$ cat src/rtl/fc_mac_engine.sv
// fc_mac_engine
// Time-multiplexed fully connected layer for the keyword-spotting classifier
// head. One packed input vector is captured per transaction. OUT_LEN neurons
// are then evaluated one after another on a single signed MAC, with weights
// and biases fetched from an external synchronous memory. Each neuron result
// leaves over a ready/valid port, with optional ReLU and saturation to DATA_W.
//
// Ports
//   clk, rst_n            clock (rising edge), synchronous active-low reset
//   in_valid/in_ready     input vector handshake
//   in_data               packed vector, element 0 in bits [DATA_W-1:0]
//   w_rd                  weight/bias read strobe
//   w_addr                neuron*IN_LEN + element
//   b_addr                current neuron
//   w_data, b_data        read data, valid the cycle after w_rd
//   out_valid/out_ready   result handshake
//   out_data              saturated neuron result
//   out_index             neuron number of out_data
//   out_last              high with the result of the final neuron
//
// state | meaning
// IDLE  | waiting for an input vector, in_ready high
// MAC   | one weight read per element, products accumulate one cycle later
// DRAIN | no read; absorbs the last product and registers the result
// EMIT  | result presented, held until out_ready
module fc_mac_engine #(
  parameter int IN_LEN     = 32,
  parameter int OUT_LEN    = 8,
  parameter int DATA_W     = 16,
  parameter int WEIGHT_W   = 8,
  parameter int FRAC_SHIFT = 7,
  parameter int ACC_W      = 40,
  parameter int RELU       = 1,
  localparam int AW = (IN_LEN * OUT_LEN > 1) ? $clog2(IN_LEN * OUT_LEN) : 1,
  localparam int NW = (OUT_LEN > 1) ? $clog2(OUT_LEN) : 1,
  localparam int EW = (IN_LEN > 1) ? $clog2(IN_LEN) : 1
) (
  input  logic                     clk,
  input  logic                     rst_n,
  input  logic                     in_valid,
  output logic                     in_ready,
  input  logic [IN_LEN*DATA_W-1:0] in_data,
  output logic                     w_rd,
  output logic [AW-1:0]            w_addr,
  output logic [NW-1:0]            b_addr,
  input  logic [WEIGHT_W-1:0]      w_data,
  input  logic [DATA_W-1:0]        b_data,
  output logic                     out_valid,
  input  logic                     out_ready,
  output logic [DATA_W-1:0]        out_data,
  output logic [NW-1:0]            out_index,
  output logic                     out_last
);

  typedef enum logic [1:0] {IDLE, MAC, DRAIN, EMIT} state_t;

  localparam logic [EW-1:0] ELEM_LAST = EW'(IN_LEN - 1);
  localparam logic [NW-1:0] NEUR_LAST = NW'(OUT_LEN - 1);
  localparam logic signed [ACC_W-1:0] SAT_MAX =
    {{(ACC_W-DATA_W+1){1'b0}}, {(DATA_W-1){1'b1}}};
  localparam logic signed [ACC_W-1:0] SAT_MIN =
    {{(ACC_W-DATA_W+1){1'b1}}, {(DATA_W-1){1'b0}}};

  state_t state, state_nxt;

  logic [IN_LEN*DATA_W-1:0]        x_reg;
  logic [NW-1:0]                   neuron;
  logic [EW-1:0]                   elem;
  logic [EW-1:0]                   elem_d;
  logic                            rd_d;
  logic                            first_d;
  logic signed [ACC_W-1:0]         acc;
  logic signed [ACC_W-1:0]         acc_nxt;
  logic signed [DATA_W-1:0]        x_arr [IN_LEN];
  logic signed [DATA_W+WEIGHT_W-1:0] prod;
  logic signed [ACC_W-1:0]         res;
  logic [DATA_W-1:0]               res_sat;
  logic                            last;

  assign last = (neuron == NEUR_LAST);

  always_comb begin
    for (int i = 0; i < IN_LEN; i++) x_arr[i] = x_reg[i*DATA_W +: DATA_W];
  end

  // Memory data for the read issued last cycle arrives now; elem_d/first_d
  // follow the read by one cycle so the product lines up with its operand.
  always_comb begin
    prod    = x_arr[elem_d] * $signed(w_data);
    acc_nxt = acc;
    if (rd_d) begin
      if (first_d) acc_nxt = (ACC_W'($signed(b_data)) <<< FRAC_SHIFT) + ACC_W'(prod);
      else         acc_nxt = acc + ACC_W'(prod);
    end
  end

  always_comb begin
    res = acc_nxt >>> FRAC_SHIFT;
    if (RELU != 0 && res < 0) res = '0;
    if (res > SAT_MAX)      res_sat = SAT_MAX[DATA_W-1:0];
    else if (res < SAT_MIN) res_sat = SAT_MIN[DATA_W-1:0];
    else                    res_sat = res[DATA_W-1:0];
  end

  // state register
  always_ff @(posedge clk) begin
    if (!rst_n) state <= IDLE;
    else        state <= state_nxt;
  end

  // next state
  always_comb begin
    state_nxt = state;
    case (state)
      IDLE:  if (in_valid) state_nxt = MAC;
      MAC:   if (elem == ELEM_LAST) state_nxt = DRAIN;
      DRAIN: state_nxt = EMIT;
      EMIT:  if (out_ready) state_nxt = last ? IDLE : MAC;
      default: state_nxt = IDLE;
    endcase
  end

  // outputs
  always_comb begin
    in_ready  = (state == IDLE);
    w_rd      = (state == MAC);
    out_valid = (state == EMIT);
    out_last  = (state == EMIT) && last;
    out_index = neuron;
    b_addr    = neuron;
    w_addr    = AW'(neuron * IN_LEN + elem);
  end

  // datapath
  always_ff @(posedge clk) begin
    if (!rst_n) begin
      x_reg    <= '0;
      neuron   <= '0;
      elem     <= '0;
      elem_d   <= '0;
      rd_d     <= 1'b0;
      first_d  <= 1'b0;
      acc      <= '0;
      out_data <= '0;
    end else begin
      rd_d    <= w_rd;
      first_d <= (elem == '0);
      elem_d  <= elem;
      acc     <= acc_nxt;
      case (state)
        IDLE: if (in_valid) begin
          x_reg  <= in_data;
          neuron <= '0;
          elem   <= '0;
        end
        MAC:   elem <= (elem == ELEM_LAST) ? '0 : elem + 1'b1;
        DRAIN: out_data <= res_sat;
        EMIT: if (out_ready) begin
          if (last) neuron <= '0;
          else      neuron <= neuron + 1'b1;
        end
        default: ;
      endcase
    end
  end

endmodule

$ cat config.mk
export PLATFORM = sky130hd
export DESIGN_NAME = fc_mac_engine
export DESIGN_NICKNAME = d
export VERILOG_FILES = /design/src/rtl/fc_mac_engine.sv
export SDC_FILE = /design/constraint.sdc
export NUM_CORES = 2
export LEC_CHECK = 0
export BUFFER_PORTS_ARGS = -buffer_cell sky130_fd_sc_hd__buf_2
export CAP_MARGIN = 0
export CORE_MARGIN = 2
export CORE_UTILIZATION = 29
export CTS_CLUSTER_DIAMETER = 150
export DETAILED_ROUTE_END_ITERATION = 6
export GPL_TIMING_DRIVEN = 0
export PLACE_DENSITY = 0.46
export RECOVER_POWER = 50
export REMOVE_ABC_BUFFERS = 1
export SYNTH_ARGS = -nofsm -noshare
export SYNTH_HDL_FRONTEND = slang
export SYNTH_SLANG_ARGS = --single-unit
$ cat constraint.sdc
create_clock -name clk -period 32.4 [get_ports clk]
set_input_delay 1.62 -clock clk [delete_from_list [all_inputs] [get_ports clk]]
set_output_delay 1.62 -clock clk [all_outputs]
set_load 0.02 [all_outputs]
==> results.txt <==
The routed wire length per instance is 18.4 um. The synthesis warning total is 0. The total power divided by cell area came out at 110 nW/um2. The iteration-0 DRC count of the detailed router is 1508. Routability-driven placement finished with a final weighted congestion of 0.842. The clock input transition at the sequential cells of the worst setup and hold paths came out at 0.06 ns. The detailed-routing iteration count for the pre-antenna-repair pass is 5. The final setup violation count came out at 0. The final-report max-slew violation count came to 549. The insertion delay to the later sink of the worst-skew pair is 0.63 ns. The post-synthesis area per instance came out at about 8.5 um2. Summed over all nets, the switching power comes to slightly below 2 mW. The arrival time of data at the critical path endpoint came out at 13.55 ns. The worst setup path is captured at a flop. The horizontal die dimension is 336 um.

STA classifies the critical path startpoint as a flop. From bottom edge to top edge, the die measures roughly 340 um. The library cell used most frequently in the layout, excluding fill and tap cells, is sky130_fd_sc_hd__nand2_1. The netlist area before placement came out at 32100 um2.

The core footprint came out at 109000 um2. After the last flow step, the layout net total stands at 4947. The CTS sink count is 585.

The number of resized instances in the post-cts repair step came out at 0. The standard-cell row count is 121. Across the run, the number of max-cap violations was 5. The global-route total usage across every layer came out at 18.4%. Entering global routing, the biggest net connects between 100 and 150 pins. The final period utilization is between 40% and 50%.

In this run the post-CTS setup repair buffer count came out at 0. Once detail routing completed, the nets flagged for antenna violations numbered 0. The met1 wire length is 44400 um. The DRC violations left came out at 0. The worst-case IR drop observed on VDD is ~0.066 mV. The number of flip-flops under the largest register name is 512. The number of flops mapped to enable cells by yosys is 0. The highest-delay cell along the critical path is sky130_fd_sc_hd__a41oi_1. The type of the worst min-delay path is flop to flop. Net switching is 45.7% of the power. The CTS H-tree depth came out at 3. The share of synthesized flip-flops with an asynchronous set or reset came out at 0%.

The number of instances in the placed design is 5592. The run finished, with violations left. After the flow finishes, the layout carries non-filler instances totaling 5760.

The total negative setup slack is 0 ns. The detailed placement HPWL is a little under 80000 um. For this run, the leading register cell type out of synthesis is sky130_fd_sc_hd__dfxtp_1.

The count of pins on the block boundary is 574. Buffers inserted to repair hold after CTS numbered 0. Internal power comes to 2.32 mW. The initial utilization of the core area, before any placement, comes to 29.3%. The critical path in this run is classified as flop to flop. Setup repair after global routing left no endpoint under its margin. The count of mapped cells out of synthesis is 3768. TritonCTS built the clock tree. The share of total power dissipated in the clock network is around a fifth. Data on the critical path is required at its endpoint by between 30 and 40 ns. The proportion of layout cells with a drive suffix above 1 came out at 20.8%. The initial antenna violation count is 84.

The cell family contributing the most delay on the critical path is compound AO/OA/AOI/OAI gates. The detailed route wirelength on metal3 came out at around 4900 um. The detailed router placed roughly 28k vias in this run. The per-cell via count in the routed design is between 4 and 5. In this run, the combinational gates consume 58.4% of the power. The first-pass GRT wire length came out at 162000 um. The number of global-route vias before repair is 27.8k. For this run, the slowest stage of the critical path takes 0.98 ns. The hold violation count in the final report is 0.

The library cells used most frequently in the layout, excluding fill and tap cells, are sky130_fd_sc_hd__nand2_1, sky130_fd_sc_hd__a21oi_1, sky130_fd_sc_hd__dfxtp_1. The number of different library cells used by synthesis comes to 71. The total wire length after detailed routing is between 100000 and 150000 um.

The count of buffers added on input and output ports is 573. The sequential cell area fraction in the yosys report is 36.5%. The global route total overflow is 0. The number of buffers on the longest clock path came out at 3. The slew at the pin closest to its max-slew limit is 6.71 ns. The overall power consumption came out at 4.27 mW.

The checks that failed: max-capacitance violations, max-slew violations. The area growth from synthesis to layout came out at 21.5%. Based on the critical path, the design can be clocked at up to ~0.077 GHz. The synthesized design contains ~590 register bits. The total buffers and inverters traversed by the critical path came out at 8. The total CTS buffers came out at 73.

Summed over all cells, the static leakage comes to 15.6 nW. The top routing layer in use is met5. The tightest slew margin relative to the limit is -348%. The amount of wire on met2 after detailed routing is approximately 53000 um. The shortest clock period the worst path allows after layout is 13.05 ns. The portion of total power attributed to sequential cells came out at 22.2%. The largest driver fanout on the critical path is 36. The die area is about 110000 um2. The tree is rooted in a sky130_fd_sc_hd__clkbuf_16. On the final layout, the worst clock skew is 0.0246 ns.
-- power by group through the flow --
stage / Sequential [mW] / Clock [mW] / Combinational (mW)
final: 0.951 / 0.826 / 2.50
after global routing: 0.969 / 0.883 / 2.81
after CTS: 0.949 / 0.854 / 2.51
after detailed placement: 0.964 / 0 / 2.49
after global placement: 0.989 / 0 / 2.67
after floorplan: 0.966 / 0 / 1.95
-- synth_stat cells, types with 39 or more instances --
cell type                  count  area, um2
sky130_fd_sc_hd__xnor2_1      39        342
sky130_fd_sc_hd__nor2b_1     105        657
sky130_fd_sc_hd__nand2_1    1107       4160
sky130_fd_sc_hd__a21oi_1     611       3060
sky130_fd_sc_hd__and2_1       43        269
sky130_fd_sc_hd__dfxtp_1     585      11700
sky130_fd_sc_hd__inv_1       165        619
sky130_fd_sc_hd__fa_1        105       2100
sky130_fd_sc_hd__clkbuf_1    209        785
sky130_fd_sc_hd__ha_1        111       1390
sky130_fd_sc_hd__nor2_1       88        330
sky130_fd_sc_hd__mux4_2      160       3600
sky130_fd_sc_hd__o21ai_0      65        325
-- worst register-to-register path, delay by kind of cell, from the launching register on --
family                     cells  cell delay (ns)
buffers and inverters          8             1.46
DFF                            1             0.63
AOI/OAI and AO/OA             12             3.47
xor gates and xnor gates       1             0.17
adders and majority gates      6             2.78
and+or+nand+nor                9             2.48
muxes                          3             1.93
-- per-stage QoR --
stage	util (%)	instance area, um2	worst slack (ns)	hold slack [ns]
final	35.6	38900	19.35	0.446
after global routing	35.6	38900	18.39	0.462
after CTS	35.7	39000	19.20	0.450
after detailed placement	33.5	36600	19.23	0.442
after global placement	32.7	35800	11.96	0.436
after floorplan	-	31100	18.16	0.433
-- path summary, 6_finish.rpt --
path / start / endpoint / slack [ns] / cells after the start
min: out_data[2] / out_data[2] / 0.45 / 2
min reg2reg: out_data[2] / out_data[2] / 0.45 / 2
max reg2reg: elem_d[0] / out_data[4] / 19.35 / 39
max: elem_d[0] / out_data[4] / 19.35 / 39
-- cells by family (layout without fill, tap and decap cells) --
logic type                 Yosys count  count (layout)  share of synthesized area, %
xor gates and xnor gates            64              64                          1.75
adders and majority gates          216             216                          10.9
buffers and inverters              422             901                          5.07
and+or+nand+nor                   1456            1456                          19.2
other                                0              37                             0
muxes                              184             184                          12.0
DFF                                585             585                          36.5
AOI/OAI and AO/OA                  841             841                          14.5
-- layer usage --
layer / global-route usage [%] / vias up
li1: - / 13639
met1: 22.2 / 13212
met2: 31.9 / 476
met3: 4.00 / 198
met4: 7.18 / 60
met5: 0 / -
-- area by class of cell --
type,instances,area [um2]
Antenna cell,37,92.6
Clock buffer,100,2070
Inverter,167,628
Fill cell,11731,70400
Clock inverter,31,347
Tap cell,1476,1850
Multi-Input combinational cell,2761,18700
Timing Repair Buffer,603,3480
Sequential cell,585,11700
No activity file was read; power rests on OpenSTA's default activity.
